<file path="src/rtl/seg7_scan_driver_pkg.sv">
// Shared constants for the four-digit 7-segment scan driver.
// Glyphs are active-low {g,f,e,d,c,b,a}.
package seg7_scan_driver_pkg;

  localparam int unsigned NDIGITS = 4;

  localparam logic [NDIGITS-1:0] ANODE_OFF = 4'b1111;

  localparam logic [6:0] SEG_0     = 7'h40;
  localparam logic [6:0] SEG_1     = 7'h79;
  localparam logic [6:0] SEG_2     = 7'h24;
  localparam logic [6:0] SEG_3     = 7'h30;
  localparam logic [6:0] SEG_4     = 7'h19;
  localparam logic [6:0] SEG_5     = 7'h12;
  localparam logic [6:0] SEG_6     = 7'h02;
  localparam logic [6:0] SEG_7     = 7'h78;
  localparam logic [6:0] SEG_8     = 7'h00;
  localparam logic [6:0] SEG_9     = 7'h10;
  localparam logic [6:0] SEG_BLANK = 7'h7F;

endpackage

</file>
<file path="src/rtl/seg7_decode.sv">
// Combinational BCD to active-low 7-segment decode.
// Non-BCD codes and an explicit blank request both produce SEG_BLANK.
module seg7_decode
  import seg7_scan_driver_pkg::*;
(
  input  logic [3:0] digit_i,
  input  logic       blank_i,
  output logic [6:0] seg_o
);

  always_comb begin
    seg_o = SEG_BLANK;
    if (!blank_i) begin
      case (digit_i)
        4'd0:    seg_o = SEG_0;
        4'd1:    seg_o = SEG_1;
        4'd2:    seg_o = SEG_2;
        4'd3:    seg_o = SEG_3;
        4'd4:    seg_o = SEG_4;
        4'd5:    seg_o = SEG_5;
        4'd6:    seg_o = SEG_6;
        4'd7:    seg_o = SEG_7;
        4'd8:    seg_o = SEG_8;
        4'd9:    seg_o = SEG_9;
        default: seg_o = SEG_BLANK;
      endcase
    end
  end

endmodule

</file>
<file path="src/rtl/seg7_scan_driver.sv">
// Four-digit multiplexed 7-segment driver with shadow/active digit banks,
// leading-zero blanking, per-digit decimal point and a dead-time gap per slot.
module seg7_scan_driver
  import seg7_scan_driver_pkg::*;
#(
  parameter int unsigned PRESCALE = 1000,
  parameter int unsigned DEAD     = 2
) (
  input  logic               clk,
  input  logic               rst,
  input  logic               wr_en,
  input  logic [1:0]         wr_idx,
  input  logic [3:0]         wr_data,
  input  logic               commit,
  input  logic               lzb_en,
  input  logic [NDIGITS-1:0] dp_in,
  output logic [NDIGITS-1:0] an,
  output logic [6:0]         seg,
  output logic               dp_n
);

  localparam int unsigned PW = 16;

  typedef logic [NDIGITS-1:0][3:0] bank_t;

  bank_t              shadow_q, shadow_d;
  bank_t              active_q, active_d;
  logic [PW-1:0]      presc_q, presc_d;
  logic [1:0]         idx_q, idx_d;
  logic [NDIGITS-1:0] an_q, an_d;
  logic [6:0]         seg_q, seg_d;
  logic               dp_n_q, dp_n_d;

  logic [3:0]         cur_digit;
  logic [NDIGITS-1:0] lz_blank;
  logic [6:0]         glyph;

  // A write in the same cycle as a commit lands in the committed bank too.
  always_comb begin
    shadow_d = shadow_q;
    active_d = active_q;
    if (wr_en) begin
      shadow_d[wr_idx] = wr_data;
    end
    if (commit) begin
      for (int i = 0; i < int'(NDIGITS); i++) begin
        active_d[i] = (wr_en && (wr_idx == 2'(i))) ? wr_data : shadow_q[i];
      end
    end
  end

  always_comb begin
    presc_d = presc_q + 1'b1;
    idx_d   = idx_q;
    if (presc_q == PW'(PRESCALE - 1)) begin
      presc_d = '0;
      idx_d   = idx_q + 1'b1;
    end
  end

  // Only exact zeros extend the blanking chain; codes 10..15 break it.
  always_comb begin
    lz_blank[3] = lzb_en && (active_q[3] == 4'h0);
    lz_blank[2] = lz_blank[3] && (active_q[2] == 4'h0);
    lz_blank[1] = lz_blank[2] && (active_q[1] == 4'h0);
    lz_blank[0] = 1'b0;
  end

  assign cur_digit = active_q[idx_q];

  seg7_decode u_decode (
    .digit_i (cur_digit),
    .blank_i (lz_blank[idx_q]),
    .seg_o   (glyph)
  );

  // Unloaded (non-BCD) digits keep their anode off so a fresh display stays
  // dark; zero-blanked digits still drive their anode so the DP can show.
  always_comb begin
    an_d   = ANODE_OFF;
    seg_d  = SEG_BLANK;
    dp_n_d = 1'b1;
    if (presc_q >= PW'(DEAD)) begin
      seg_d  = glyph;
      dp_n_d = ~dp_in[idx_q];
      if (cur_digit <= 4'd9) begin
        an_d[idx_q] = 1'b0;
      end
    end
  end

  always_ff @(posedge clk or posedge rst) begin
    if (rst) begin
      shadow_q <= {NDIGITS{4'hF}};
      active_q <= {NDIGITS{4'hF}};
      presc_q  <= '0;
      idx_q    <= '0;
      an_q     <= ANODE_OFF;
      seg_q    <= SEG_BLANK;
      dp_n_q   <= 1'b1;
    end else begin
      shadow_q <= shadow_d;
      active_q <= active_d;
      presc_q  <= presc_d;
      idx_q    <= idx_d;
      an_q     <= an_d;
      seg_q    <= seg_d;
      dp_n_q   <= dp_n_d;
    end
  end

  assign an   = an_q;
  assign seg  = seg_q;
  assign dp_n = dp_n_q;

endmodule
</file>
<file path="config.mk">
export PLATFORM = sky130hd
export DESIGN_NAME = seg7_scan_driver
export DESIGN_NICKNAME = d
export VERILOG_FILES = /design/src/rtl/seg7_scan_driver_pkg.sv /design/src/rtl/seg7_decode.sv /design/src/rtl/seg7_scan_driver.sv
export SDC_FILE = /design/constraint.sdc
export NUM_CORES = 1
export LEC_CHECK = 0
export ABC_CLOCK_PERIOD_IN_PS = 3070
export BUFFER_PORTS_ARGS = -buffer_cell sky130_fd_sc_hd__buf_2
export CAP_MARGIN = 20
export CORE_UTILIZATION = 61
export CTS_BUF_LIST = sky130_fd_sc_hd__clkbuf_4 sky130_fd_sc_hd__clkbuf_8
export DETAILED_ROUTE_END_ITERATION = 7
export GPL_ROUTABILITY_DRIVEN = 1
export PLACE_DENSITY = 0.81
export SLEW_MARGIN = 10
export SYNTH_ARGS = -nofsm -noshare
export SYNTH_HDL_FRONTEND = slang
export SYNTH_HIERARCHICAL = 1
export SYNTH_SLANG_ARGS = --single-unit
export TNS_END_PERCENT = 5
</file>
<file path="constraint.sdc">
create_clock -name clk -period 3.07 [get_ports clk]
set_input_delay 0.921 -clock clk [delete_from_list [all_inputs] [get_ports clk]]
set_output_delay 0.921 -clock clk [all_outputs]
set_load 0.02 [all_outputs]
</file>
==> flow_metrics.py <==
metrics = {
    "status": {
        "status": "finished with violations",
        "violations": "design-rule violations",
    },
    "grt": {
        "gr-usage-met3_pct": 6.75,
        "grt_pass1_vias": 1789,
        "busiest_layer": "met2",
        "grt_use_met2_pct": 34.9,
        "grt_pass1_wl_um": 8690,
        "grt_usage_pct": 23.2,
        "gr-total-overflow": 0,
        "antenna_found_initial": 0,
        "met1_usage_pct": 32.4,
        "grt_max_degree": 35,
    },
    "worst_setup_path": {
        "worstRegToRegCells": 6,
        "start_kind": "flip-flop",
        "arrival_ns": 2.51,
        "max_stage_delay_ns": 0.66,
        "crit_type": "reg -> reg",
        "path_cells": "mux4_2, inv_1, ha_1, a21oi_1, o21bai_1, or2b_1",
        "crit_fanout": 8,
        "endpoint_kind": "flip-flop",
        "r2r-end": "seg[1]",
        "worst_path_max_delay_cell": "mux4_2",
        "required_ns": 3.33,
        "r2r-start": "idx_q[0]",
        "ff2ff_setup_slack_ns": 0.83,
    },
    "route": {
        "vias_per_cell": 5.61,
        "drc": 1,
        "vias": 1778,
        "drt-total-wl_um": 4980,
        "post_drt_wl_per_cell_um": 15.7,
        "ant_nets": 0,
        "drtIter0Drc": 119,
        "dr.pass1.iters": 6,
    },
    "logic_synthesis": {
        "ys_ff_latch": 62,
        "ys_warn_count": 6,
        "seq_area_frac_synth_pct": 54.7,
        "avgSynthCellArea_um2": 12.8,
        "syn-cell-area_um2": 2940,
        "synthFlopType": "dfstp_2",
        "synth_nets": 255,
        "synth_cell_types": 37,
        "synth-edff-count": 0,
        "synth_cells": 229,
        "synthArstFlopShare_pct": 100,
    },
    "place": {
        "dp_hpwl_um": 3540,
        "gp_congestion": 0.829,
        "portBuffers": 26,
    },
    "timing": {
        "finalSetupViolCount": 0,
        "setup_tns_ns": 0,
        "worstMarginPinSlew_ns": 0.640,
        "min_period_ns": 2.24,
        "slew_viol_final": 0,
        "hold_violations": 0,
        "fmax_mhz": 446,
        "finalCritPeriodShare_pct": 73.1,
        "grt_setup_unrepaired": "false",
        "skew_ns": 0.00626,
        "hold_ws_ns": 0.489,
        "slew_headroom_pct": 57.2,
    },
    "die": {
        "coreArea_um2": 4500,
        "chipHeight_um": 71.4,
        "rows": 24,
        "start_util_pct": 65.2,
        "die_w_um": 71.4,
        "dieArea_um2": 5100,
        "pin_count": 27,
    },
    "power": {
        "powerDensity_nw_per_um2": 676,
        "ir_drop_uv": 365,
        "p_leak_nw": 1.41,
    },
    "clocking": {
        "holdBufCountCts": 0,
        "htreeDepth": 3,
        "cts_tree": "built",
        "clockBufferDepth": 2,
        "postCtsSetupRepairBufs": 0,
        "cts_sinks": 62,
        "ctsResizeCount": 0,
        "cts_made_buffers": 9,
        "clk_latency_ns": 0.33,
        "root_buffer": "clkbuf_8",
        "cts.clk_slew.worst_paths_ns": 0.07,
    },
    "min_path": {
        "hold_depth": 1,
        "holdCritStartpoint": "presc_q[0]",
        "whs_endpoint": "presc_q[0]",
        "min_path_type": "reg -> reg",
    },
    "flow_run": {
        "drv_cap": 0,
    },
    "cells_and_area": {
        "insertedDiodeCount": 0,
        "syn2layout_area_growth_pct": 12.6,
        "nets": 286,
        "drive_gt1_share_pct": 49.8,
    },
}
-- report_power, final --
group,internal (mW),switching (mW)
logic,0.202,0.234
registers,1.04,0.0608
clock network,0.399,0.295
total,1.64,0.591
-- cell families after synthesis --
group	Yosys count	share of synthesized area (%)
muxes	39	16.8
xor gates and xnor gates	13	3.88
AOI/OAI and AO/OA	20	3.92
DFF	62	54.7
and+or+nand+nor	68	13.4
buffers and inverters	16	2.64
adders and majority gates	11	4.69
-- cell usage in the layout (no fill, tap or decap), drive strengths merged, types with 2 or more instances in the layout --
cell / netlist / routed
a21oi: 7 / 7
and2: 2 / 2
and3: 2 / 2
and4: 2 / 2
buf: 4 / 28
clkbuf: 4 / 12
clkinv: 0 / 2
dfrtp: 18 / 18
dfstp: 44 / 44
ha: 11 / 11
inv: 8 / 8
mux2: 32 / 32
mux2i: 2 / 2
mux4: 5 / 5
nand2: 14 / 14
nand2b: 3 / 3
nand3: 7 / 7
nand3b: 2 / 2
nand4: 3 / 3
nor2: 11 / 11
nor3: 2 / 2
nor3b: 2 / 2
nor4: 4 / 4
o21ai: 10 / 10
o21bai: 2 / 2
or2b: 7 / 7
or4: 5 / 5
xnor2: 11 / 11
xor2: 2 / 2
-- per-stage QoR --
stage / power, mW / util, % / area (um2) / std cells / setup WS, ns
finish: 2.24 / 73.4 / 3310 / 317 / 0.826
global route: 2.35 / 73.4 / 3310 / 317 / 0.708
CTS: 2.25 / 73.4 / 3310 / 317 / 0.833
detailed placement: 1.55 / 69.1 / 3110 / 301 / 0.700
global placement: 1.53 / 69.1 / 3110 / 301 / 0.769
floorplan: 1.44 / - / 2940 / 229 / 0.680
-- state kept, by name, summed over array words and instances, names as in the netlist --
name and count:
active_q 16, an 4, dp_n 1, idx_q 2, presc_q 16, seg 7, shadow_q 16
-- how the worst max path moves through the flow --
stage / startpoint / to
6_report: idx_q[0] / seg[1]
5_1_grt: idx_q[0] / seg[1]
4_1_cts: idx_q[0] / seg[1]
3_5_place_dp: wr_idx[1] / active_q[1]
3_3_place_gp: wr_idx[1] / active_q[0]
2_1_floorplan: rst / idx_q[0]
-- per-layer routing --
metal  up-vias  routed length [um]
met5         -                   0
met4         0                  64
met3         6                 137
met2        37                2390
met1       872                2390
li1        863                   -
-- synthesized netlist by cell type (all sizes together) (3+ instances only) --
master  number  share of area, %
clkbuf       4              0.51
a21oi        7               1.4
nor2        11               1.4
xnor2       11               3.3
dfstp       44                39
inv          8               1.0
or2b         7               1.8
buf          4               1.1
nand4        3              0.64
mux4         5               3.8
nand3        7               1.2
nor4         4              0.85
o21ai       10               1.7
nand2b       3              0.64
nand2       14               1.8
ha          11               4.7
or4          5               1.3
dfrtp       18                15
mux2        32                12
-- critical path, delay by kind of cell (launching register included) --
family | cells | cell delay (ns)
simple gates | 1 | 0.23
flops | 1 | 0.59
compound gates | 2 | 0.26
mux | 1 | 0.66
buf+inv | 1 | 0.17
fa+ha+maj | 1 | 0.28
-- final cells by class --
cell class	instances	area, um2
Clock inverter	4	47.5
Fill cell	306	1200
Multi-Input combinational cell	151	1250
Clock buffer	12	146
Sequential cell	62	1610
Inverter	8	30.0
Timing Repair Buffer	28	158
Tap cell	52	65.1
Power figures use the tool's default switching activity.
